<file path="src/rtl/digit_scan_pkg.sv">
// Shared types and constants for the four-digit display scan controller.
// Holds the FSM state encoding, digit/select widths and the anode helper.
// Imported by the interface, the next-digit selector and the top level.
package digit_scan_pkg;

  typedef enum logic [1:0] {
    ST_IDLE  = 2'd0,
    ST_BLANK = 2'd1,
    ST_SHOW  = 2'd2
  } state_t;

  localparam int N_DIGITS = 4;
  localparam int CTRL_W   = 2;
  localparam logic [N_DIGITS-1:0] ANODE_OFF = 4'b1111;

  // Active-low one-hot anode pattern that lights only digit idx.
  function automatic logic [N_DIGITS-1:0] anode_on(input logic [CTRL_W-1:0] idx);
    anode_on = ~(N_DIGITS'(1) << idx);
  endfunction

endpackage

</file>
<file path="src/rtl/digit_scan_ctrl_if.sv">
// Bundle of scan-enable/mask inputs and the display-drive outputs.
// master = the side that enables the scan and watches the display.
// slave  = the scan controller itself.
interface digit_scan_ctrl_if;
  import digit_scan_pkg::*;

  logic                i_en;
  logic [N_DIGITS-1:0] i_digit_mask;
  logic [CTRL_W-1:0]   o_ctrl;
  logic [N_DIGITS-1:0] o_anode;
  logic                o_frame_tick;

  modport master (
    output i_en,
    output i_digit_mask,
    input  o_ctrl,
    input  o_anode,
    input  o_frame_tick
  );

  modport slave (
    input  i_en,
    input  i_digit_mask,
    output o_ctrl,
    output o_anode,
    output o_frame_tick
  );

endinterface

</file>
<file path="src/rtl/digit_scan_ctrl_next_digit_sel.sv">
// Rotate-priority encoder: first enabled digit strictly after cur, wrapping.
// Purely combinational, zero latency.
// wrap is set when the chosen index is not above cur (scan restarted a frame).
module next_digit_sel
  import digit_scan_pkg::*;
(
  input  logic [CTRL_W-1:0]   cur,
  input  logic [N_DIGITS-1:0] mask,
  output logic [CTRL_W-1:0]   nxt,
  output logic                wrap
);

  logic [CTRL_W-1:0] probe;
  logic              found;

  // Search cur+1, cur+2, cur+3 and finally cur itself; modulo-4 via width wrap.
  always_comb begin
    nxt   = cur;
    probe = cur;
    found = 1'b0;
    for (int k = 1; k <= N_DIGITS; k++) begin
      probe = cur + CTRL_W'(k);
      if (!found && mask[probe]) begin
        nxt   = probe;
        found = 1'b1;
      end
    end
    wrap = (nxt <= cur);
  end

endmodule

</file>
<file path="src/rtl/digit_scan_ctrl.sv">
// Round-robin scan of enabled display digits with dwell time and blanking gap.
// All outputs registered; o_ctrl changes only on entry to BLANK.
// No backpressure: i_en low or empty mask drops to IDLE with anodes off.
module digit_scan_ctrl
  import digit_scan_pkg::*;
#(
  parameter int DWELL_CYCLES = 50000,
  parameter int BLANK_CYCLES = 4
) (
  input  logic              i_clk,
  input  logic              i_rst,
  digit_scan_ctrl_if.slave  bus
);

  localparam int CNT_MAX = (DWELL_CYCLES > BLANK_CYCLES) ? DWELL_CYCLES : BLANK_CYCLES;
  localparam int CNT_W   = $clog2(CNT_MAX + 1);
  localparam logic [CNT_W-1:0] DWELL_LAST = CNT_W'(DWELL_CYCLES - 1);
  localparam logic [CNT_W-1:0] BLANK_LAST = CNT_W'(BLANK_CYCLES - 1);

  state_t              state;
  logic [CNT_W-1:0]    cnt;
  logic [CTRL_W-1:0]   ctrl;
  logic [N_DIGITS-1:0] anode;
  logic                frame_tick;

  logic                en;
  logic [N_DIGITS-1:0] mask;
  logic [CTRL_W-1:0]   sel_cur;
  logic [CTRL_W-1:0]   sel_nxt;
  logic                sel_wrap;

  assign en   = bus.i_en;
  assign mask = bus.i_digit_mask;

  // From IDLE, searching "after digit 3" yields the lowest enabled digit.
  assign sel_cur = (state == ST_IDLE) ? CTRL_W'(N_DIGITS - 1) : ctrl;

  next_digit_sel u_sel (
    .cur  (sel_cur),
    .mask (mask),
    .nxt  (sel_nxt),
    .wrap (sel_wrap)
  );

  // Scan FSM with registered select, anode and frame-tick outputs.
  always_ff @(posedge i_clk) begin
    if (i_rst) begin
      state      <= ST_IDLE;
      cnt        <= '0;
      ctrl       <= '0;
      anode      <= ANODE_OFF;
      frame_tick <= 1'b0;
    end else begin
      frame_tick <= 1'b0;
      if (!en) begin
        state <= ST_IDLE;
        cnt   <= '0;
        anode <= ANODE_OFF;
      end else begin
        case (state)
          ST_IDLE: begin
            anode <= ANODE_OFF;
            cnt   <= '0;
            if (mask != '0) begin
              state <= ST_BLANK;
              ctrl  <= sel_nxt;
            end
          end
          ST_BLANK, ST_SHOW: begin
            if (mask == '0) begin
              state <= ST_IDLE;
              cnt   <= '0;
              anode <= ANODE_OFF;
            end else if (!mask[ctrl]) begin
              // Current digit withdrawn: move on at once rather than finish the slot.
              state      <= ST_BLANK;
              ctrl       <= sel_nxt;
              frame_tick <= sel_wrap;
              cnt        <= '0;
              anode      <= ANODE_OFF;
            end else if (state == ST_BLANK) begin
              if (cnt == BLANK_LAST) begin
                state <= ST_SHOW;
                cnt   <= '0;
                anode <= anode_on(ctrl);
              end else begin
                cnt <= cnt + 1'b1;
              end
            end else begin
              if (cnt == DWELL_LAST) begin
                state      <= ST_BLANK;
                ctrl       <= sel_nxt;
                frame_tick <= sel_wrap;
                cnt        <= '0;
                anode      <= ANODE_OFF;
              end else begin
                cnt <= cnt + 1'b1;
              end
            end
          end
          default: begin
            state <= ST_IDLE;
            cnt   <= '0;
            anode <= ANODE_OFF;
          end
        endcase
      end
    end
  end

  assign bus.o_ctrl       = ctrl;
  assign bus.o_anode      = anode;
  assign bus.o_frame_tick = frame_tick;

endmodule
</file>
<file path="src/flat_wrapper.sv">
// flat-port wrapper written by rule: the top's interface ports become plain ports
module digit_scan_ctrl_flat import digit_scan_pkg::*;
#(
  parameter int DWELL_CYCLES = 50000,
  parameter int BLANK_CYCLES = 4
)
  (i_clk, i_rst, bus_i_en, bus_i_digit_mask, bus_o_ctrl, bus_o_anode, bus_o_frame_tick);
  digit_scan_ctrl_if bus_i ();
  input  logic i_clk;
  input  logic i_rst;
  input wire logic [$bits(bus_i.i_en)-1:0] bus_i_en;
  input wire logic [$bits(bus_i.i_digit_mask)-1:0] bus_i_digit_mask;
  output wire logic [$bits(bus_i.o_ctrl)-1:0] bus_o_ctrl;
  output wire logic [$bits(bus_i.o_anode)-1:0] bus_o_anode;
  output wire logic [$bits(bus_i.o_frame_tick)-1:0] bus_o_frame_tick;
  assign bus_i.i_en = bus_i_en;
  assign bus_i.i_digit_mask = bus_i_digit_mask;
  assign bus_o_ctrl = bus_i.o_ctrl;
  assign bus_o_anode = bus_i.o_anode;
  assign bus_o_frame_tick = bus_i.o_frame_tick;
  digit_scan_ctrl #(.DWELL_CYCLES(DWELL_CYCLES), .BLANK_CYCLES(BLANK_CYCLES)) u_core (.i_clk(i_clk), .i_rst(i_rst), .bus(bus_i));
endmodule
</file>
<file path="config.mk">
export PLATFORM = sky130hd
export DESIGN_NAME = digit_scan_ctrl_flat
export DESIGN_NICKNAME = d
export VERILOG_FILES = /design/src/rtl/digit_scan_pkg.sv /design/src/rtl/digit_scan_ctrl_if.sv /design/src/rtl/digit_scan_ctrl_next_digit_sel.sv /design/src/rtl/digit_scan_ctrl.sv /design/src/flat_wrapper.sv
export SDC_FILE = /design/constraint.sdc
export NUM_CORES = 1
export LEC_CHECK = 0
export CORE_MARGIN = 4
export CORE_UTILIZATION = 56
export CTS_CLUSTER_SIZE = 20
export DETAILED_ROUTE_END_ITERATION = 10
export GPL_TIMING_DRIVEN = 1
export PLACE_DENSITY_LB_ADDON = 0.12
export SLEW_MARGIN = 25
export SYNTH_ARGS = -nofsm -noshare
export SYNTH_HDL_FRONTEND = slang
export SYNTH_SLANG_ARGS = --single-unit
</file>
<file path="constraint.sdc">
create_clock -name i_clk -period 2.64 [get_ports i_clk]
set_clock_uncertainty 0.2 [all_clocks]
set_input_delay 0.396 -clock i_clk [delete_from_list [all_inputs] [get_ports i_clk]]
set_output_delay 0.396 -clock i_clk [all_outputs]
set_load 0.01 [all_outputs]
</file>
# Word-level counts from Yosys, hierarchy flattened

Cells that the tools add are included.

Add/sub/neg operators: 4
Magnitude comparators: 6
Eq/ne operators: 11
Shift-type cells: 1
Mux-type cells: 40
Bitwise operators: 4
Reductions and logical operators: 18

Operator list:

| cell                  | number |
|---|---|
| $mux 16               | 3 |
| $mux 2                | 16 |
| $add 16x1->16 const B | 1 |
| $eq 16x16->1 const B  | 1 |
| $eq 16x2->1 const B   | 1 |
| $lt 2x3->1 const B    | 5 |
| $mux 4                | 3 |
| $mux 1                | 11 |
| $bmux 1 s2            | 5 |
| $ne 5x4->1 const B    | 2 |
| $pmux 2 s2            | 2 |
| $ne 2x2->1 const B    | 3 |
| $ne 3x3->1 const B    | 2 |
| $reduce_and 6->1      | 1 |
| $reduce_or 5->1       | 1 |
| $add 2x2->2 const B   | 2 |
| $logic_not 4->1       | 1 |
| $not 4->4             | 1 |
| $reduce_bool 2->1     | 2 |
| $reduce_bool 4->1     | 1 |
| $reduce_or 2->1       | 2 |
| $reduce_or 4->1       | 1 |
| $shl 1x2->4 const A   | 1 |
| $logic_and 1x1->1     | 3 |
| other kinds (9)       | 13 |

Register bits after elaboration: 25
Bits of input ports: 7
Output and inout bits: 7
Word-level logic and storage cells: 89

# Depth between registers and ports, before layout

Gate-level depths: netlist of the first run.

Depth after elaboration: 20
Depth in mapped cells: 9
Depth with buffers taken out: 9

# By module

A second synthesis of the first run with hierarchy kept.

Cell total of the unflattened synthesis: 160
Area, all modules: 1,410.1 sq um

By module, submodules not included:

| module          | times used | cells each | area an instance (sq um) | sequential area each (sq um) |
|---|---|---|---|---|
| digit_scan_ctrl | 1          | 143        | 1,275.0                  | 500.5 |
| next_digit_sel  | 1          | 17         | 135.1                    | 0.0 |

# Worst setup path after synthesis of the first run

Ideal clock, no wire load.

Path kind: register to register
Start: register u_core.cnt[10]
End: register u_core.ctrl[0], in the netlist u_core.bus.o_ctrl[0]
Library setup time: 0.132 ns
Arrival: 1.862 ns
Required time: 2.308 ns
Slack: 0.446 ns
Stages on the path, launching flop included: 6
Path buffers: 0
Clock period less this slack: 2.194 ns
Path through: dfxtp_1 -> or4_4 -> or4_4 -> o21a_1 -> nor4_2 -> a2111oi_2

Word-level cells in the longest chain between the ends: 3

RTL lines:

| item                              | line                  | source |
|---|---|---|
| start: declaration                | digit_scan_ctrl.sv:21 | `logic [CNT_W-1:0] cnt;` |
| start signal: assignment          | digit_scan_ctrl.sv:87 | `cnt <= cnt + 1'b1;` |
| start signal: assignment          | digit_scan_ctrl.sv:97 | `cnt <= cnt + 1'b1;` |
| $eq 16x16->1                      | digit_scan_ctrl.sv:90 | `if (cnt == DWELL_LAST) begin` |
| $ne 3x3->1 (no source line)       | n/a                   |  |
| $reduce_and 6->1 (no source line) | n/a                   |  |
| end signal: assignment            | digit_scan_ctrl.sv:66 | `ctrl <= sel_nxt;` |
| end signal: assignment            | digit_scan_ctrl.sv:77 | `ctrl <= sel_nxt;` |
| end signal: assignment            | digit_scan_ctrl.sv:92 | `ctrl <= sel_nxt;` |
| end: declaration                  | digit_scan_ctrl.sv:22 | `logic [CTRL_W-1:0] ctrl;` |

No other way between the ends.
A chain may end at the register's enable or synchronous reset.

# Final worst setup path of the first run

Start: register u_core.ctrl[1], in the netlist u_core.bus.o_ctrl[1]
End: register u_core.frame_tick, in the netlist u_core.bus.o_frame_tick

Word-level cells in the longest chain between the ends: 18
Elaborated cells between the ends (all ways): 31
Classes of those cells: add/sub (3); order compare (1); mux (21); reduce/logical (6)

RTL lines:

| item                         | line                                 | source |
|---|---|---|
| $mux 2 (*)                   | digit_scan_ctrl.sv:36                | `assign sel_cur = (state == ST_IDLE) ? CTRL_W'(N_DIGITS - 1) : ctrl;` |
| $add 2x1->2                  | digit_scan_ctrl_next_digit_sel.sv:22 | `probe = cur + CTRL_W'(k);` |
| $bmux 1 s2                   | digit_scan_ctrl_next_digit_sel.sv:23 | `if (!found && mask[probe]) begin` |
| $mux 1 (not written as such) | digit_scan_ctrl_next_digit_sel.sv:23 |  |
| $mux 1                       | digit_scan_ctrl_next_digit_sel.sv:23 |  |
| $logic_not 1->1              | digit_scan_ctrl_next_digit_sel.sv:23 |  |
| $logic_and 1x1->1            | digit_scan_ctrl_next_digit_sel.sv:23 |  |
| $mux 1                       | digit_scan_ctrl_next_digit_sel.sv:23 |  |
| [... 3 more ...]             | n/a                                  |  |
| $logic_not 1->1              | digit_scan_ctrl_next_digit_sel.sv:23 |  |
| $logic_and 1x1->1            | digit_scan_ctrl_next_digit_sel.sv:23 |  |
| $mux 2 (*)                   | digit_scan_ctrl_next_digit_sel.sv:23 |  |
| net u_core.sel_nxt[1]        | digit_scan_ctrl.sv:29                | `logic [CTRL_W-1:0] sel_nxt;` |
| $le 2x2->1 (*)               | digit_scan_ctrl_next_digit_sel.sv:28 | `wrap = (nxt <= cur);` |
| $mux 1                       | digit_scan_ctrl.sv:90                |  |
| $mux 1                       | digit_scan_ctrl.sv:81                | `end else if (state == ST_BLANK) begin` |
| $mux 1 (*)                   | digit_scan_ctrl.sv:74                | `end else if (!mask[ctrl]) begin` |
| end signal: assignment       | digit_scan_ctrl.sv:78                | `frame_tick <= sel_wrap;` |
| end signal: assignment       | digit_scan_ctrl.sv:93                | `frame_tick <= sel_wrap;` |
| end: declaration             | digit_scan_ctrl.sv:24                | `logic frame_tick;` |

Mark *: on every way through the listed nets, which the timed path passes. The rest lies on a longest branch. The select of a mux whose other input is x is not followed.

==> results.py, run 1 <==
metrics = {
    "die": {
        "die-width_um": 59.6,
        "row_count": 18,
        "core-area_um2": 2500,
        "dieArea_um2": 3550,
        "start_util": 0.596,
        "die_h_um": 59.6,
        "pin_count": 14,
    },
    "critical_path": {
        "reg2reg_slack_ns": 0.27,
        "critPathLaunchType": "register",
        "r2r_cells": 7,
        "arrival_ns": 2.42,
        "r2r-start": "u_core.bus.o_ctrl[1]",
        "crit_path_end_kind": "register",
        "startpoint": "u_core.bus.o_ctrl[1]",
        "worst_ep_required_time_ns": 2.69,
        "critPathMaxFanout": 18,
        "r2r-end": "u_core.bus.o_frame_tick",
        "crit_type": "reg -> reg",
        "crit_path_end": "u_core.bus.o_frame_tick",
    },
    "synthesis": {
        "synth_cell_types": 48,
        "synth_edf_count": 0,
        "ys_ff_latch": 25,
        "synth_flop_cell": "dfxtp_1",
        "syn-cell-area_um2": 1490,
        "synth_top_cell_by_area": "dfxtp_1",
        "synth_top_area_frac": 0.336,
        "syn_area_per_cell_um2": 8.28,
        "yosysWarnings": 0,
        "ys_async_sr_fraction": 0,
        "yosysMostFrequentCell": "nor2_1",
        "synth_cells": 180,
        "ys_top_cells_by_count": "nor2_1 (26), dfxtp_1 (25), nand2_1 (11), and3_1 (8), o21ai_0 (8)",
        "synth_seq_area_share": 0.336,
        "synth_top_cells_by_area": "dfxtp_1 (34%), nor2_1 (6.5%), ha_1 (5.0%), xnor2_1 (4.1%), xor2_1 (3.5%)",
        "syn_nets": 193,
    },
    "pwr": {
        "design_power_total_mw": 0.692,
        "p_leak_nw": 0.610,
        "p_per_area_nw_per_um2": 410,
        "ir_worst_vdd_mv": 0.412,
    },
    "grt": {
        "grt_pass1_wl_mm": 5.63,
        "antenna_found_initial": 0,
        "grt_max_degree": 19,
        "grt_use_total": 0.206,
        "grt_pass1_vias": 1275,
        "grt_overflow_total": 0,
    },
    "detailed_routing": {
        "route.vias.total": 1344,
        "avgViaCountPerCell": 6.03,
        "drc": 0,
        "wl_per_cell_um": 14.5,
        "drt-initial-drc-count": 45,
        "wl_mm": 3.23,
        "first_pass_iters": 4,
        "postRouteAntennaNets": 0,
    },
    "status": {
        "status": "finished clean",
    },
    "final_layout": {
        "instances_no_fill": 223,
        "area_growth_pct": 13.3,
        "final_area_um2": 1690,
        "nets": 207,
        "fin_util": 0.675,
        "drive_gt1_frac": 0.0829,
        "n_antenna_cell": 0,
    },
    "clocking": {
        "h-tree-depth": 1,
        "cts_root_buf": "clkbuf_4",
        "clock_insertion_delay_worst_skew_ns": 0.32,
        "cts_tree": "yes",
        "postCtsHoldBufs": 0,
        "numCtsBuffers": 3,
        "clk_path_buf_depth": 2,
        "clock_sinks": 25,
        "post_cts_buffers": 0,
        "post_cts_resized": 0,
        "clkTransAtPathRegs_ns": 0.13,
    },
    "timing": {
        "worstMarginPinSlew_ns": 0.533,
        "setup_tns_ns": 0,
        "rsz0062_at_grt": "false",
        "min_period_ns": 2.37,
        "timing.final.crit_share": 0.900,
        "drv_slew": 0,
        "hold_viol": 0,
        "fin_ws_ns": 0.265,
        "clock.fmax_mhz": 421,
        "whs_ns": 0.251,
        "setup_violations": 0,
        "slew_headroom": 0.644,
    },
    "placed_design": {
        "place_inst": 219,
        "place.gp.congestion": 0.911,
        "dp_hpwl_mm": 2.49,
        "dpl_cell_area_um2": 1660,
        "portBuffers": 13,
        "place_ws_ns": 0.0420,
    },
    "run": {
        "drv_cap": 0,
    },
    "worst_hold_path": {
        "min_path_type": "reg -> reg",
    },
}
-- cell families (layout without fill, tap and decap cells) --
| family | after synthesis | count (layout) | synth area share |
|---|---|---|---|
| simple gates | 88 | 88 | 0.322 |
| compound gates | 32 | 32 | 0.153 |
| buf+inv | 13 | 26 | 0.0344 |
| fa+ha+maj | 6 | 6 | 0.0504 |
| xor+xnor | 13 | 13 | 0.0764 |
| flops | 25 | 25 | 0.336 |
| mux | 3 | 3 | 0.0285 |
-- registers in the layout, summed over array words and instances (netlist names) --
name,flops
u_core.bus.o_frame_tick,1
u_core.bus.o_anode,4
u_core.bus.o_ctrl,2
u_core.state,2
u_core.cnt,16
-- placed cells by master (no fill, tap or decap), types with 7 or more instances in the layout --
cell type | synthesis | layout
nor2_1 | 26 | 26
xnor2_1 | 7 | 7
and3_1 | 8 | 8
nand2_1 | 11 | 11
clkdlybuf4s50_1 | 0 | 13
dfxtp_1 | 25 | 25
o21ai_0 | 8 | 8
nor3_1 | 7 | 7
-- per-layer routing --
metal	routed length, µm	track usage	vias to the layer above
met4	13	0.0475	0
li1	-	-	679
met2	1430	0.312	29
met5	0	0	-
met1	1630	0.293	634
met3	157	0.0501	2
-- critical path, cell delays in order, from the launching register on --
cell and delay, ns:
dfxtp_1 0.68, nor2_1 0.19, a211o_1 0.36, o32a_1 0.21, ha_1 0.31, o211ai_1 0.09, nor2_1 0.05, a211oi_1 0.20
-- worst min-delay path by stage --
stage                        startpoint            end  slack (ns)  cells after the start
after CTS                 u_core.cnt[0]  u_core.cnt[0]        0.26                      1
final                     u_core.cnt[0]  u_core.cnt[0]        0.25                      1
after global placement    u_core.cnt[0]  u_core.cnt[0]        0.22                      1
after floorplan           u_core.cnt[0]  u_core.cnt[0]        0.21                      1
after global routing      u_core.cnt[0]  u_core.cnt[0]        0.27                      1
after detailed placement  u_core.cnt[0]  u_core.cnt[0]        0.24                      1
-- power breakdown --
part | switching [mW] | total [mW] | leakage, nW | internal, mW
Clock | 0.114 | 0.173 | 0.0150 | 0.0592
Sequential | 0.0139 | 0.396 | 0.202 | 0.383
Combinational | 0.0633 | 0.123 | 0.393 | 0.0594
Total | 0.191 | 0.692 | 0.610 | 0.501
-- cell type report --
cell class	instances	area, µm²
multi-input combinational	142	945
timing repair buffer	17	160
clock buffer	4	26.3
fill	206	812
inverter	5	18.8
sequential	25	500
tap	30	37.5
No activity file was read; power rests on OpenSTA's default activity.
==> run 2: changes to the inputs <==
--- a/config.mk
+++ b/config.mk
@@ -9,2 +9,3 @@
 export CORE_UTILIZATION = 56
+export CTS_CLUSTER_DIAMETER = 50
 export CTS_CLUSTER_SIZE = 20
@@ -12,2 +13,3 @@
 export GPL_TIMING_DRIVEN = 1
+export MAX_ROUTING_LAYER = met4
 export PLACE_DENSITY_LB_ADDON = 0.12
==> constraint.sdc (replaced) <==
create_clock -name i_clk -period 2.64 [get_ports i_clk]
set_clock_uncertainty 0.2 [all_clocks]
set_input_delay 0.528 -clock i_clk [delete_from_list [all_inputs] [get_ports i_clk]]
set_output_delay 0.528 -clock i_clk [all_outputs]
set_load 0.01 [all_outputs]
==> run 2 against run 1 <==
Sequential cell count did not move. Combinational power up 9.8%. Count of clock-buffer cells in the layout is 1 lower. Sequential power about the same. Non-clock buffer count increased by 8. Sequential share of layout area decreased by 0.98 points. Clock power up 4%. Critical endpoint is now u_core.state[1].
==> results.py, run 2 (synthesis gave the netlist of run 1 again) <==
metrics = {
    "timing": {
        "rsz0062_at_grt": "false",
        "min_period_ns": 2.38,
        "worstMarginPinSlew_ns": 0.461,
        "clock.fmax_mhz": 420,
        "timing.final.crit_share": 0.902,
        "drv_slew": 0,
        "slew_headroom": 0.692,
        "hold_viol": 0,
        "setup_violations": 0,
        "setup_tns_ns": 0,
        "fin_ws_ns": 0.259,
    },
    "critical_path": {
        "r2r-end": "u_core.state[1]",
        "arrival_ns": 2.44,
        "worst_ep_required_time_ns": 2.69,
        "critPathMaxFanout": 3,
        "crit_path_end_kind": "register",
        "r2r_cells": 7,
        "crit_type": "reg -> reg",
        "r2r-start": "u_core.state[1]",
        "reg2reg_slack_ns": 0.26,
        "critPathLaunchType": "register",
    },
    "final_layout": {
        "instances_no_fill": 231,
        "area_growth_pct": 17.1,
        "mostFrequentLayoutCell": "nor2_1",
        "largest_register_ffs": 16,
        "nets": 215,
        "drive_gt1_frac": 0.119,
        "fill_cells": 196,
        "fin_util": 0.698,
        "n_antenna_cell": 0,
        "top_register": "u_core.cnt",
        "final_cell_mix": "nor2_1 (26), dfxtp_1 (25), clkdlybuf4s50_1 (13)",
    },
    "grt": {
        "antenna_found_initial": 0,
        "met2_usage": 0.328,
        "grt_overflow_total": 0,
        "grt_use_total": 0.211,
        "grt_pass1_wl_mm": 5.64,
        "grt_pass1_vias": 1316,
        "grt_use_met1": 0.269,
        "grt_use_met3": 0.0479,
        "busiest_layer": "met2",
        "grt_max_degree": 16,
    },
    "run": {
        "drv_cap": 0,
    },
    "clocking": {
        "numCtsBuffers": 3,
        "clock_insertion_delay_worst_skew_ns": 0.33,
        "cts_root_buf": "clkbuf_4",
        "clkTransAtPathRegs_ns": 0.16,
        "post_cts_buffers": 0,
        "clk_path_buf_depth": 2,
        "clock_sinks": 25,
        "post_cts_resized": 0,
        "cts_tree": "yes",
        "h-tree-depth": 1,
        "postCtsHoldBufs": 0,
    },
    "status": {
        "status": "finished clean",
    },
    "die": {
        "core-area_um2": 2500,
        "dieArea_um2": 3550,
        "die-width_um": 59.6,
        "pin_count": 14,
        "start_util": 0.596,
        "die_h_um": 59.6,
        "row_count": 18,
    },
    "detailed_routing": {
        "route.vias.total": 1424,
        "avgViaCountPerCell": 6.16,
        "wl_per_cell_um": 14.4,
        "drt-initial-drc-count": 66,
        "wl_mm": 3.32,
        "drc": 0,
        "postRouteAntennaNets": 0,
        "first_pass_iters": 4,
    },
    "placed_design": {
        "place.gp.congestion": 0.886,
        "dp_hpwl_mm": 2.63,
        "portBuffers": 13,
        "place_ws_ns": -0.0334,
        "place_inst": 227,
    },
    "worst_hold_path": {
        "min_path_type": "reg -> reg",
        "min-delay-start": "u_core.cnt[0]",
        "holdPathEnd": "u_core.cnt[0]",
        "worstHoldPathCells": 1,
    },
    "pwr": {
        "ir_worst_vdd_mv": 0.319,
        "p_leak_nw": 0.650,
        "p_per_area_nw_per_um2": 407,
    },
}
## run 2: cell count changes in the layout (fill, tap and decap cells not counted), sizes merged
cell / before / now
buf: 4 / 12
clkbuf: 4 / 3
clkinvlp: 0 / 1
## run 2: area by class of cell
class / instances / area (µm²) / area share
clock buffer: 3 / 22.5 / 0.0129
clock inverter: 1 / 7.51 / 0.00430
inverter: 5 / 18.8 / 0.0108
multi-input combinational: 142 / 938 / 0.538
sequential: 25 / 500 / 0.287
tap: 30 / 37.5 / 0.0215
timing repair buffer: 25 / 220 / 0.126
## run 2: worst max-delay path, stage by stage (launching register included)
cell and delay [ns]:
dfxtp_1 0.38, inv_1 0.08, ha_1 0.19, or4_1 0.52
nor4_1 0.27, nor2b_1 0.11, a32oi_1 0.36, mux2i_1 0.22
## run 2: how the worst max path moves through the flow
stage	end	depth (start not counted)	slack, ns	from
after floorplan	u_core.cnt[14]	7	0.42	bus_i_digit_mask[3]
after global placement	u_core.bus.o_frame_tick	8	0.03	bus_i_digit_mask[1]
after detailed placement	u_core.bus.o_frame_tick	8	-0.03	bus_i_digit_mask[1]
after CTS	u_core.state[0]	7	0.25	u_core.state[1]
after global routing	u_core.bus.o_ctrl[0]	8	0.006	u_core.state[0]
final	u_core.state[1]	7	0.26	u_core.state[1]
## run 2: layer usage
metal,vias up,share of wire,wire (µm)
li1,692,-,-
met1,678,0.48,1610
met2,48,0.45,1480
met3,6,0.058,192
met4,0,0.012,40
met5,-,0,0
## run 2: metrics by stage
stage	hold WS, ns	power [mW]	cell area (µm²)
after floorplan	0.213	0.488	1490
after global placement	0.224	0.532	1720
after detailed placement	0.259	0.537	1720
after CTS	0.279	0.715	1750
after global routing	0.303	0.746	1750
final	0.263	0.711	1750
## run 2: power breakdown
part	total [mW]	internal, mW	switching (mW)
logic	0.135	0.0687	0.0664
clock network	0.180	0.0580	0.122
registers	0.396	0.383	0.0134
total	0.711	0.509	0.202
